===== src/rtl/seg7_scan_driver.sv =====
// seg7_scan_driver
//   Requests a conversion from the BCD converter at reset release and at every
//   frame start. It captures hundreds/tens/units on a fresh rising edge of rdy
//   and time-multiplexes the captured digits onto a 3-digit seven-segment
//   display. Leading zeros are blanked, and all anodes are off for the first
//   cycle of each dwell to prevent ghosting.
// Ports
//   clk      : system clock, rising edge
//   rst      : synchronous reset, active low
//   rdy      : converter result-ready
//   fdig     : hundreds digit (BCD)
//   sdig     : tens digit (BCD)
//   tdig     : units digit (BCD)
//   conv_ena : conversion request to the converter
//   seg      : segments {g,f,e,d,c,b,a}, pin polarity set by SEG_ACTIVE_LOW
//   an       : digit enables {hundreds,tens,units}, pin polarity set by AN_ACTIVE_LOW
//   err      : sticky conversion-timeout flag, cleared by the next good capture
module seg7_scan_driver #(
  parameter int unsigned REFRESH_BITS   = 16,
  parameter int unsigned TIMEOUT_BITS   = 8,
  parameter bit          SEG_ACTIVE_LOW = 1'b1,
  parameter bit          AN_ACTIVE_LOW  = 1'b1
) (
  input  logic       clk,
  input  logic       rst,
  input  logic       rdy,
  input  logic [3:0] fdig,
  input  logic [3:0] sdig,
  input  logic [3:0] tdig,
  output logic       conv_ena,
  output logic [6:0] seg,
  output logic [2:0] an,
  output logic       err
);

  localparam logic [0:0] ST_IDLE = 1'b0;
  localparam logic [0:0] ST_REQ  = 1'b1;

  localparam logic [6:0] SEG_OFF = SEG_ACTIVE_LOW ? 7'h7F : 7'h00;
  localparam logic [2:0] AN_OFF  = AN_ACTIVE_LOW  ? 3'b111 : 3'b000;

  logic [0:0]              state;
  logic                    boot;
  logic                    rdy_q;
  logic [TIMEOUT_BITS-1:0] tmo_cnt;
  logic [REFRESH_BITS-1:0] refresh_cnt;
  logic [1:0]              scan_idx;

  // lat_* holds the converter result; shw_* is the snapshot the scan reads.
  logic [3:0] lat_h, lat_t, lat_u;
  logic [3:0] shw_h, shw_t, shw_u;

  logic       refresh_tc;
  logic       frame_start;
  logic       rdy_rise;
  logic       req_start;
  logic [3:0] cur_digit;
  logic       cur_blank;
  logic [2:0] an_onehot;
  logic [6:0] seg_act;
  logic [2:0] an_act;
  logic [6:0] seg_pin;
  logic [2:0] an_pin;

  function automatic logic [6:0] decode(input logic [3:0] d);
    logic [6:0] s;
    case (d)
      4'd0:    s = 7'h3F;
      4'd1:    s = 7'h06;
      4'd2:    s = 7'h5B;
      4'd3:    s = 7'h4F;
      4'd4:    s = 7'h66;
      4'd5:    s = 7'h6D;
      4'd6:    s = 7'h7D;
      4'd7:    s = 7'h07;
      4'd8:    s = 7'h7F;
      4'd9:    s = 7'h6F;
      default: s = 7'h40;
    endcase
    return s;
  endfunction

  assign refresh_tc  = &refresh_cnt;
  assign frame_start = refresh_tc && (scan_idx == 2'd2);
  assign rdy_rise    = rdy & ~rdy_q;
  assign req_start   = boot | frame_start;

  always_comb begin
    cur_digit = shw_u;
    cur_blank = 1'b0;
    an_onehot = 3'b001;
    case (scan_idx)
      2'd1: begin
        cur_digit = shw_t;
        cur_blank = (shw_h == 4'd0) && (shw_t == 4'd0);
        an_onehot = 3'b010;
      end
      2'd2: begin
        cur_digit = shw_h;
        cur_blank = (shw_h == 4'd0);
        an_onehot = 3'b100;
      end
      default: begin
        cur_digit = shw_u;
        cur_blank = 1'b0;
        an_onehot = 3'b001;
      end
    endcase

    // Count 0 of every dwell drives everything dark to prevent ghosting.
    if (refresh_cnt == '0) begin
      seg_act = '0;
      an_act  = '0;
    end else begin
      seg_act = cur_blank ? 7'h00 : decode(cur_digit);
      an_act  = an_onehot;
    end

    seg_pin = SEG_ACTIVE_LOW ? ~seg_act : seg_act;
    an_pin  = AN_ACTIVE_LOW  ? ~an_act  : an_act;
  end

  always_ff @(posedge clk) begin
    if (!rst) begin
      state       <= ST_IDLE;
      boot        <= 1'b1;
      rdy_q       <= 1'b0;
      tmo_cnt     <= '0;
      refresh_cnt <= '0;
      scan_idx    <= 2'd0;
      lat_h       <= '0;
      lat_t       <= '0;
      lat_u       <= '0;
      shw_h       <= '0;
      shw_t       <= '0;
      shw_u       <= '0;
      conv_ena    <= 1'b0;
      err         <= 1'b0;
      seg         <= SEG_OFF;
      an          <= AN_OFF;
    end else begin
      boot        <= 1'b0;
      rdy_q       <= rdy;
      refresh_cnt <= refresh_cnt + REFRESH_BITS'(1);
      if (refresh_tc) begin
        scan_idx <= (scan_idx == 2'd2) ? 2'd0 : scan_idx + 2'd1;
      end

      // Snapshot at the dark cycle, so a capture mid-dwell shows up only
      // from the next dwell onward.
      if (refresh_cnt == '0) begin
        shw_h <= lat_h;
        shw_t <= lat_t;
        shw_u <= lat_u;
      end

      seg <= seg_pin;
      an  <= an_pin;

      case (state)
        ST_IDLE: begin
          if (req_start) begin
            state    <= ST_REQ;
            conv_ena <= 1'b1;
            tmo_cnt  <= TIMEOUT_BITS'(1);
          end
        end
        ST_REQ: begin
          // tmo_cnt holds the number of cycles already spent in REQ.
          if (rdy_rise) begin
            lat_h    <= fdig;
            lat_t    <= sdig;
            lat_u    <= tdig;
            err      <= 1'b0;
            conv_ena <= 1'b0;
            state    <= ST_IDLE;
          end else if (tmo_cnt == '1) begin
            err      <= 1'b1;
            conv_ena <= 1'b0;
            state    <= ST_IDLE;
          end else begin
            tmo_cnt <= tmo_cnt + TIMEOUT_BITS'(1);
          end
        end
        default: begin
          state    <= ST_IDLE;
          conv_ena <= 1'b0;
        end
      endcase
    end
  end

endmodule


===== config.mk =====
export PLATFORM = sky130hd
export DESIGN_NAME = seg7_scan_driver
export DESIGN_NICKNAME = d
export VERILOG_FILES = /design/src/rtl/seg7_scan_driver.sv
export SDC_FILE = /design/constraint.sdc
export NUM_CORES = 1
export LEC_CHECK = 0
export CAP_MARGIN = 30
export CORE_AREA = 2 2 102 104
export DETAILED_ROUTE_END_ITERATION = 6
export DIE_AREA = 0 0 104 106
export PLACE_DENSITY = 0.45
export SLEW_MARGIN = 20
export SYNTH_ARGS = -nofsm -noshare
export SYNTH_HDL_FRONTEND = slang
export SYNTH_SLANG_ARGS = --single-unit

===== constraint.sdc =====
create_clock -name clk -period 2.7 [get_ports clk]
set_clock_uncertainty 0.05 [all_clocks]
set_input_delay 0.27 -clock clk [delete_from_list [all_inputs] [get_ports clk]]
set_output_delay 0.27 -clock clk [all_outputs]
set_load 0.05 [all_outputs]

## After elaboration in Yosys (flattened, before gate mapping)

Memory sizes are Yosys's and may differ from the RTL's.
Cells that the tools add are included.

| word-level totals | value |
|---|---|
| word-level logic and storage cells | 66 |
| bits in read-only memories | 112 |
| output and inout port bits | 12 |
| memories | 1 |
| register bits after elaboration | 65 |
| input bits | 15 |

Memories:

| memory | depth | bits a word | read ports | clocked after Yosys merged registers in | write ports | line | text |
|---|---|---|---|---|---|---|---|
| (name not given) | 16 | 7 | 1 | 0 | 0 | 67 | `case (d)` |

| operators by class | value |
|---|---|
| mux-type cells | 22 |
| bitwise logic cells | 6 |
| add/subtract/negate cells | 3 |
| reductions and logical operators | 11 |
| eq/ne operators | 7 |

Operator list:

| kind | count |
|---|---|
| $mux W8 | 3 |
| $add A16 B1 Y16 const B | 1 |
| $logic_not A16 Y1 | 1 |
| $pmux W8 S2 | 1 |
| $reduce_and A16 Y1 | 1 |
| $mux W7 | 2 |
| $mux W1 | 9 |
| $add A8 B1 Y8 const B | 1 |
| $eq A8 B8 Y1 const B | 1 |
| $logic_not A4 Y1 | 2 |
| $pmux W4 S2 | 1 |
| $not A7 Y7 | 1 |
| $ne A2 B2 Y1 const B | 3 |
| $pmux W1 S2 | 3 |
| $pmux W3 S2 | 1 |
| $reduce_and A2 Y1 | 3 |
| $mux W3 | 1 |
| $ne A3 B1 Y1 const B | 1 |
| $not A3 Y3 | 1 |
| $reduce_and A3 Y1 | 1 |
| $add A2 B1 Y2 const B | 1 |
| $eq A2 B1 Y1 const B | 1 |
| $eq A2 B2 Y1 const B | 1 |
| $logic_and A1 B1 Y1 | 2 |
| 5 further kinds | 6 |

## Depth between registers and ports, before layout

Gate-level depths: netlist of the first run.

| depth | value |
|---|---|
| word-level depth | 6 |
| mapped depth | 10 |
| gate-level depth less buffers | 9 |

## Least setup slack after synthesis of the first run

No wires, ideal clock.

| timing path | value |
|---|---|
| path kind | flip-flop to flip-flop |
| start point | register scan_idx[0] |
| end point | register seg[5] |
| setup slack | 0.619 ns |
| data arrival time | 1.925 ns |
| period minus slack after synthesis | 2.081 ns |
| cell stages (with the launch flop) | 10 |
| library setup time | 0.106 ns |
| buffers on the path | 1 |
| data required time | 2.544 ns |
| cells stage by stage | dfxtp_1 inv_1 ha_1 clkbuf_1 nor2_1 a21oi_1 inv_1 ha_1 and2_1 o311ai_0 |

| on the way | value |
|---|---|
| longest elaborated chain between the ends | 6 |
| elaborated cells between the ends (all ways) | 8 |
| classes of those cells | eq/ne (2); mux (4); bitwise (1); memory (1) |

RTL lines:

| element | line | text |
|---|---|---|
| start, declared | 47 | `logic [1:0] scan_idx;` |
| start signal, assigned | 146 | `scan_idx <= (scan_idx == 2'd2) ? 2'd0 : scan_idx + 2'd1;` |
| $eq A2 B2 Y1 or $eq A2 B1 Y1 (tied branches) | 92 | `case (scan_idx)` |
| $pmux W4 S2 | 92 |  |
| $mem_v2 Z16 W7 | -- |  |
| $mux W7 (*) | 115 | `seg_act = cur_blank ? 7'h00 : decode(cur_digit);` |
| $mux W7 (*) | 111 | `if (refresh_cnt == '0) begin` |
| $not A7 Y7 (*) | 119 | `seg_pin = SEG_ACTIVE_LOW ? ~seg_act : seg_act;` |
| end signal, assigned | 157 | `seg <= seg_pin;` |
| end, declared | 31 | `output logic [6:0] seg,` |

Every way passes the cells marked *; elsewhere a longest branch is shown, timed or not.
A chain may end at the register's enable or synchronous reset.

## Final worst setup path of the first run

| timing path | value |
|---|---|
| start point | register scan_idx[0] |
| end point | register seg[4] |

Same word-level chain as after synthesis.

==> impl_metrics.ini, run 1 <==
[outcome]
status = finished clean

[clock_network]
tritoncts = done
ctsResizeCount = 0
cts.sinks = 65
cts_buffers = 9
clk_latency_ns = 0.34
postCtsSetupBuffers = 0
hold_buffers = 0
cts_root_buf = clkbuf_8
clkTransAtPathRegs_ns = 0.07
cts_buffer_depth = 2
cts_max_level = 3

[flow_run]
cap_violations = 0

[yosys]
yosysUniqueCellTypes = 40
seq_area_frac_synth_pct = 44.96
syn-num-nets = 365
synthArstFlopShare_pct = 0
synth_cells = 338
yosysTopAreaCell = dfxtp_1
synth-edff-count = 0
synthFlopType = dfxtp_1
ys_ff_latch = 65
yosysWarnings = 0
synth.avg_cell_area_um2 = 8.562
synth.area.top_cells = dfxtp_1, mux2i_1, nand2_1
netlist.area_leader.share_pct = 44.96
syn_area_um2 = 2894

[die]
io_pins = 27
rows = 37
core_area_um2 = 10000
dieArea_um2 = 11020
die_w_um = 104
start_util_pct = 28.94
die_h_um = 106

[routing]
drc = 0
wirelength_mm = 6.369
final_antenna_net_count = 0
viasPerCell = 4.781
dr_total_vias = 2419
drt_pass1_iterations = 4
first_iter_violations = 62
wl_per_cell_um = 12.59

[global_routing]
grt_pass1_wl_mm = 11.19
grt-ovfl-total = 0
grt_max_degree = 30
first_global_vias = 2343
antenna_found_initial = 0
grt.total_usage_pct = 12.48

[setup_path]
cp.arrival_ns = 2.48
crit_path_end_kind = flip-flop
critPathRequiredTime_ns = 2.91
cp_max_fo = 12
r2r_start = scan_idx[0]$_SDFFE_PN0P_
ff2ff_path_depth = 9
r2r-end = seg[4]$_SDFF_PN1_
critPathLaunchType = flip-flop
crit_chain = inv_1 -> ha_1 -> nor2_1 -> a21oi_1 -> inv_1 -> ha_1 -> a211oi_1 -> a211oi_1 -> o21ai_0
crit_slowest_cell = ha_1
reg2reg_setup_slack_ns = 0.43
critPathMaxStageDelay_ns = 0.48
path_class = reg2reg

[timing]
fin_tns_setup_ns = 0
fin_crit_sh_pct = 83.92
slew_headroom_pct = 66.46
hold_viol = 0
timing.hold.ws_ns = 0.4092
worst_pin_slew_ns = 0.4979
report.final.slew_viol_count = 0
max_freq_mhz = 441.3
min_period_ns = 2.266
rsz0062_at_grt = no
finalSetupViolations = 0
postLayoutSetupSlackWorst_ns = 0.4342

[placement]
pre_cts_ws_ns = 0.4487
hpwl_mm = 4.494
dp_cells = 490
place_congestion = 0.7496
port_buffers = 26

[layout]
syn_to_final_growth_pct = 21.01
n_antenna_cell = 0
fillers = 1089
nets = 392
fin_cells = 506
layout-drive-gt1-share_pct = 6.216

[pwr]
fin_total_pwr_uw = 2041
irDropWorstVdd_mv = 0.2400
p_leak_uw = 0.001223
powerDensity_nw_per_um2 = 582.9

[hold_path]
hold_class = reg2reg
hold_start = lat_u[3]$_SDFFE_PN0P_
whs_path_depth = 2
hold_end = lat_u[3]$_SDFFE_PN0P_
placed cells by master, fill, tap and decap left out, drive strengths merged, types with 5 or more instances in the layout:
cell type / synthesis / layout
mux2i: 16 / 16
nor2: 31 / 31
nand4: 7 / 7
o21ai: 10 / 10
ha: 12 / 12
nor4: 6 / 6
nand2: 42 / 42
clkbuf: 13 / 9
clkdlybuf4s50: 0 / 26
buf: 3 / 6
o211ai: 6 / 6
nor3: 6 / 6
inv: 18 / 18
o31ai: 5 / 5
nand3: 16 / 16
a21oi: 27 / 27
xor2: 5 / 5
or4: 7 / 7
dfxtp: 65 / 65
Yosys cell counts (7+ instances only):
| master | count |
|---|---|
| mux2i_1 | 16 |
| o21ai_0 | 10 |
| clkbuf_1 | 13 |
| a21oi_1 | 27 |
| nand3_1 | 15 |
| dfxtp_1 | 65 |
| or4_1 | 7 |
| ha_1 | 12 |
| nor2_1 | 31 |
| nand2_1 | 42 |
| inv_1 | 18 |
| nand4_1 | 7 |
worst max-delay path, delay by kind of cell, from the launching register on:
family                   cells  cell delay, ns
flip-flops                   1            0.39
AND/OR/NAND/NOR              1            0.07
AO/OA/AOI/OAI                4            0.74
adder cells (fa/ha/maj)      2            0.72
buffers and inverters        2            0.22
worst max-delay path by stage:
stage	start	end	slack, ns	cells after the start
6_report	scan_idx[0]$_SDFFE_PN0P_	seg[4]$_SDFF_PN1_	0.43	9
5_1_grt	scan_idx[0]$_SDFFE_PN0P_	seg[4]$_SDFF_PN1_	0.14	9
4_1_cts	scan_idx[0]$_SDFFE_PN0P_	seg[4]$_SDFF_PN1_	0.43	9
2_1_floorplan	scan_idx[0]$_SDFFE_PN0P_	seg[5]$_SDFF_PN1_	0.62	9
3_5_place_dp	scan_idx[0]$_SDFFE_PN0P_	seg[5]$_SDFF_PN1_	0.45	8
3_3_place_gp	scan_idx[0]$_SDFFE_PN0P_	seg[5]$_SDFF_PN1_	0.52	8
power breakdown:
part           leakage, uW  switching (uW)  internal [uW]
clock network    0.0000912             393            424
registers         0.000529            18.2            990
logic             0.000603             131           86.1
kinds of logic (layout without fill, tap and decap cells):
logic type / after synthesis / count (layout) / synth area share, %
buf+inv: 34 / 66 / 4.496
xor+xnor: 8 / 8 / 2.421
fa+ha+maj: 12 / 12 / 5.188
compound gates: 69 / 69 / 14.92
flops: 65 / 65 / 44.96
mux: 16 / 16 / 5.534
simple gates: 134 / 134 / 22.48
per-layer routing:
metal,GRT usage (%),vias to the layer above,share of wire (%)
met5,0,-,0
met4,5.598,0,1.9
met3,3.127,10,3.3
met2,19.36,39,43
met1,16.41,1114,52
li1,-,1256,-
metrics by stage:
step	area [um^2]	util [%]
after floorplan	2894	-
after global placement	3307	33.07
after detailed placement	3307	33.07
after CTS	3502	35.02
final	3502	35.02
after global routing	3502	35.02
registers in the layout, indices dropped and copies added (netlist names), 2 cells and up:
register and flops:
refresh_cnt 16, shw_t 4, tmo_cnt 8, lat_u 4, scan_idx 2, lat_h 4
an 3, shw_u 4, seg 7, shw_h 4, lat_t 4
cell type report:
type                    instances  area (um^2)  area share [%]
clock inverters                 7        71.32           2.036
inverters                      18        67.56           1.929
clock buffers                   9        123.9           3.537
multi-input cells             239         1463           41.76
flip-flops and latches         65         1301           37.16
repair buffers                 32        305.3           8.717
well taps                     136        170.2           4.859
Note: power is estimated with default switching activity, not from simulation.
==> inputs of run 2 (changes only) <==
--- a/config.mk
+++ b/config.mk
@@ -9,7 +9,7 @@
 export CORE_AREA = 2 2 102 104
 export DETAILED_ROUTE_END_ITERATION = 6
 export DIE_AREA = 0 0 104 106
-export PLACE_DENSITY = 0.45
+export PLACE_DENSITY = 0.47
 export SLEW_MARGIN = 20
 export SYNTH_ARGS = -nofsm -noshare
 export SYNTH_HDL_FRONTEND = slang
==> constraint.sdc (replaced) <==
create_clock -name clk -period 1.9 [get_ports clk]
set_clock_uncertainty 0.05 [all_clocks]
set_input_delay 0.19 -clock clk [delete_from_list [all_inputs] [get_ports clk]]
set_output_delay 0.19 -clock clk [all_outputs]
set_load 0.05 [all_outputs]
==> run 2 against run 1 <==
  * Clock power increased by 65%
  * Worst setup slack got worse by 0.37 ns
  * Largest cell class unchanged
  * Sequential share of layout area decreased by 4.4 points
  * Count of clock-buffer cells in the layout unchanged
  * Critical endpoint is now tmo_cnt[3]$_SDFFE_PN0P_
  * Critical path depth decreased by 4
==> impl_metrics.ini, run 2 (synthesized netlist as in run 1, its figures left out) <==
[clock_network]
clk_latency_ns = 0.35
cts_buffers = 9
clkTransAtPathRegs_ns = 0.08
cts_root_buf = clkbuf_8
cts_buffer_depth = 2
cts.sinks = 65
tritoncts = done
cts_max_level = 3

[global_routing]
met2_usage_pct = 19.83
grt.busiest_layer = met2
grt_use_met3_pct = 3.495
antenna_found_initial = 0
grt-ovfl-total = 0
grt_max_degree = 30
grt_pass1_wl_mm = 11.55
use_met1_pct = 17.16
first_global_vias = 2431
grt.total_usage_pct = 12.90

[layout]
top_register = refresh_cnt
mostFrequentLayoutCell = dfxtp_1
largest_register_ffs = 16
syn_to_final_growth_pct = 37.61
largest_registers = refresh_cnt (16), tmo_cnt (8), seg (7)
layout-drive-gt1-share_pct = 20.58
fin_cells = 549
nets = 435
n_antenna_cell = 0
most-common-layout-cells = dfxtp_1, buf_4, nand2_1

[timing]
max_freq_mhz = 544.4
hold_viol = 0
fin_crit_sh_pct = 96.68
min_period_ns = 1.837
fin_tns_setup_ns = 0
worst_pin_slew_ns = 0.5067
slew_headroom_pct = 66.12
report.final.slew_viol_count = 0
finalSetupViolations = 0

[outcome]
status = finished clean

[setup_path]
cp.arrival_ns = 2.06
path_class = reg2reg
crit_path_end_kind = flip-flop
endpoint = tmo_cnt[3]$_SDFFE_PN0P_
ff2ff_path_depth = 5
critPathLaunchType = flip-flop
crit_start = tmo_cnt[0]$_SDFFE_PN0P_
critPathRequiredTime_ns = 2.13
cp_max_fo = 6
reg2reg_setup_slack_ns = 0.06
r2r-end = tmo_cnt[3]$_SDFFE_PN0P_
r2r_start = tmo_cnt[0]$_SDFFE_PN0P_

[routing]
first_iter_violations = 87
wirelength_mm = 6.779
dr_total_vias = 2566
final_antenna_net_count = 0
wl_per_cell_um = 12.35
drc = 0
drt_pass1_iterations = 4
viasPerCell = 4.674

[pwr]
p_leak_uw = 0.001480
irDropWorstVdd_mv = 0.3565
powerDensity_nw_per_um2 = 787.4

[placement]
dp_cells = 528
place_congestion = 0.7696
hpwl_mm = 4.897
port_buffers = 26

[die]
io_pins = 27
start_util_pct = 28.94
rows = 37
dieArea_um2 = 11020
die_h_um = 106
core_area_um2 = 10000
die_w_um = 104

[flow_run]
cap_violations = 0

[hold_path]
hold_class = in2reg
## run 2: changes by cell type in the layout (fill, tap and decap cells not counted), moves of 2 or more
cell	change
a21oi_1	-2
a21oi_2	+2
buf_4	+39
buf_6	+3
clkinv_2	-2
clkinvlp_4	-2
dfxtp_1	-4
dfxtp_2	+4
ha_1	-5
ha_4	+4
inv_1	-2
inv_4	+2
inv_6	+2
## run 2: per-layer routing
layer  up-vias  share of wire [%]  wire length, um
li1       1344                  -                -
met1      1176                 52             3533
met2        36                 43             2906
met3        10                3.4              233
met4         0                1.6              106
met5         -                  0                0
## run 2: area by class of cell
type	count	area (um^2)
clock buffers	9	123.9
clock inverters	7	102.6
fillers	1044	6017
inverters	18	72.57
multi-input cells	239	1555
flip-flops and latches	65	1306
well taps	136	170.2
repair buffers	75	651.9
## run 2: how the worst min path moves through the flow
stage | start | end | slack [ns] | depth (start not counted)
5_1_grt | fdig[1] | lat_h[1]$_SDFFE_PN0P_ | 0.32 | 3
2_1_floorplan | rdy | rdy_q$_SDFF_PN0_ | 0.26 | 1
3_5_place_dp | lat_h[2]$_SDFFE_PN0P_ | lat_h[2]$_SDFFE_PN0P_ | 0.40 | 2
6_report | sdig[0] | lat_t[0]$_SDFFE_PN0P_ | 0.33 | 3
4_1_cts | sdig[0] | lat_t[0]$_SDFFE_PN0P_ | 0.31 | 3
3_3_place_gp | lat_t[0]$_SDFFE_PN0P_ | lat_t[0]$_SDFFE_PN0P_ | 0.40 | 2
## run 2: through the flow
stage	instance area (um^2)	util [%]	setup slack, ns	hold WS [ns]	power (uW)
after detailed placement	3612	36.12	-0.05982	0.4003	1811
after floorplan	2905	-	0.009009	0.2617	1664
after CTS	3857	38.58	0.01163	0.3087	3172
after global placement	3612	36.12	-0.05189	0.3980	1807
final	3983	39.83	0.06302	0.3292	3136
after global routing	3983	39.83	-0.01085	0.3204	3269
## run 2: worst max-delay path: stages (launching register included)
cell and delay (ns):
dfxtp_1 0.33, ha_1 0.21, and4_4 0.21, a211o_4 0.37, or4_1 0.51, o211ai_1 0.10
## run 2: where the power goes
| group | internal (uW) | leakage (uW) | total (uW) | switching [uW] |
|---|---|---|---|---|
| logic | 157 | 0.000840 | 359 | 203 |
| registers | 1410 | 0.000530 | 1430 | 22.0 |
| clock network | 752 | 0.000110 | 1350 | 596 |
## run 2: what timing repair did
action / 4_1_cts / 5_1_grt
hold buffers: 0 / 0
gates cloned: 0 / 0
pin swaps: 1 / 10
endpoints found under the setup margin: 11 / 26
resized for setup: 4 / 24
setup buffers: 0 / 5
==> inputs of run 3 (changes only) <==
==> constraint.sdc (replaced) <==
create_clock -name clk -period 1.9 [get_ports clk]
set_clock_uncertainty 0.05 [all_clocks]
set_input_delay 0.19 -clock clk [delete_from_list [all_inputs] [get_ports clk]]
set_output_delay 0.19 -clock clk [all_outputs]
set_load 0.02 [all_outputs]
==> results of run 3 <==
Same layout as run 2 (identical final DEF). Status: finished clean.
Among the figures that moved: total power 3136 uW -> 3093 uW
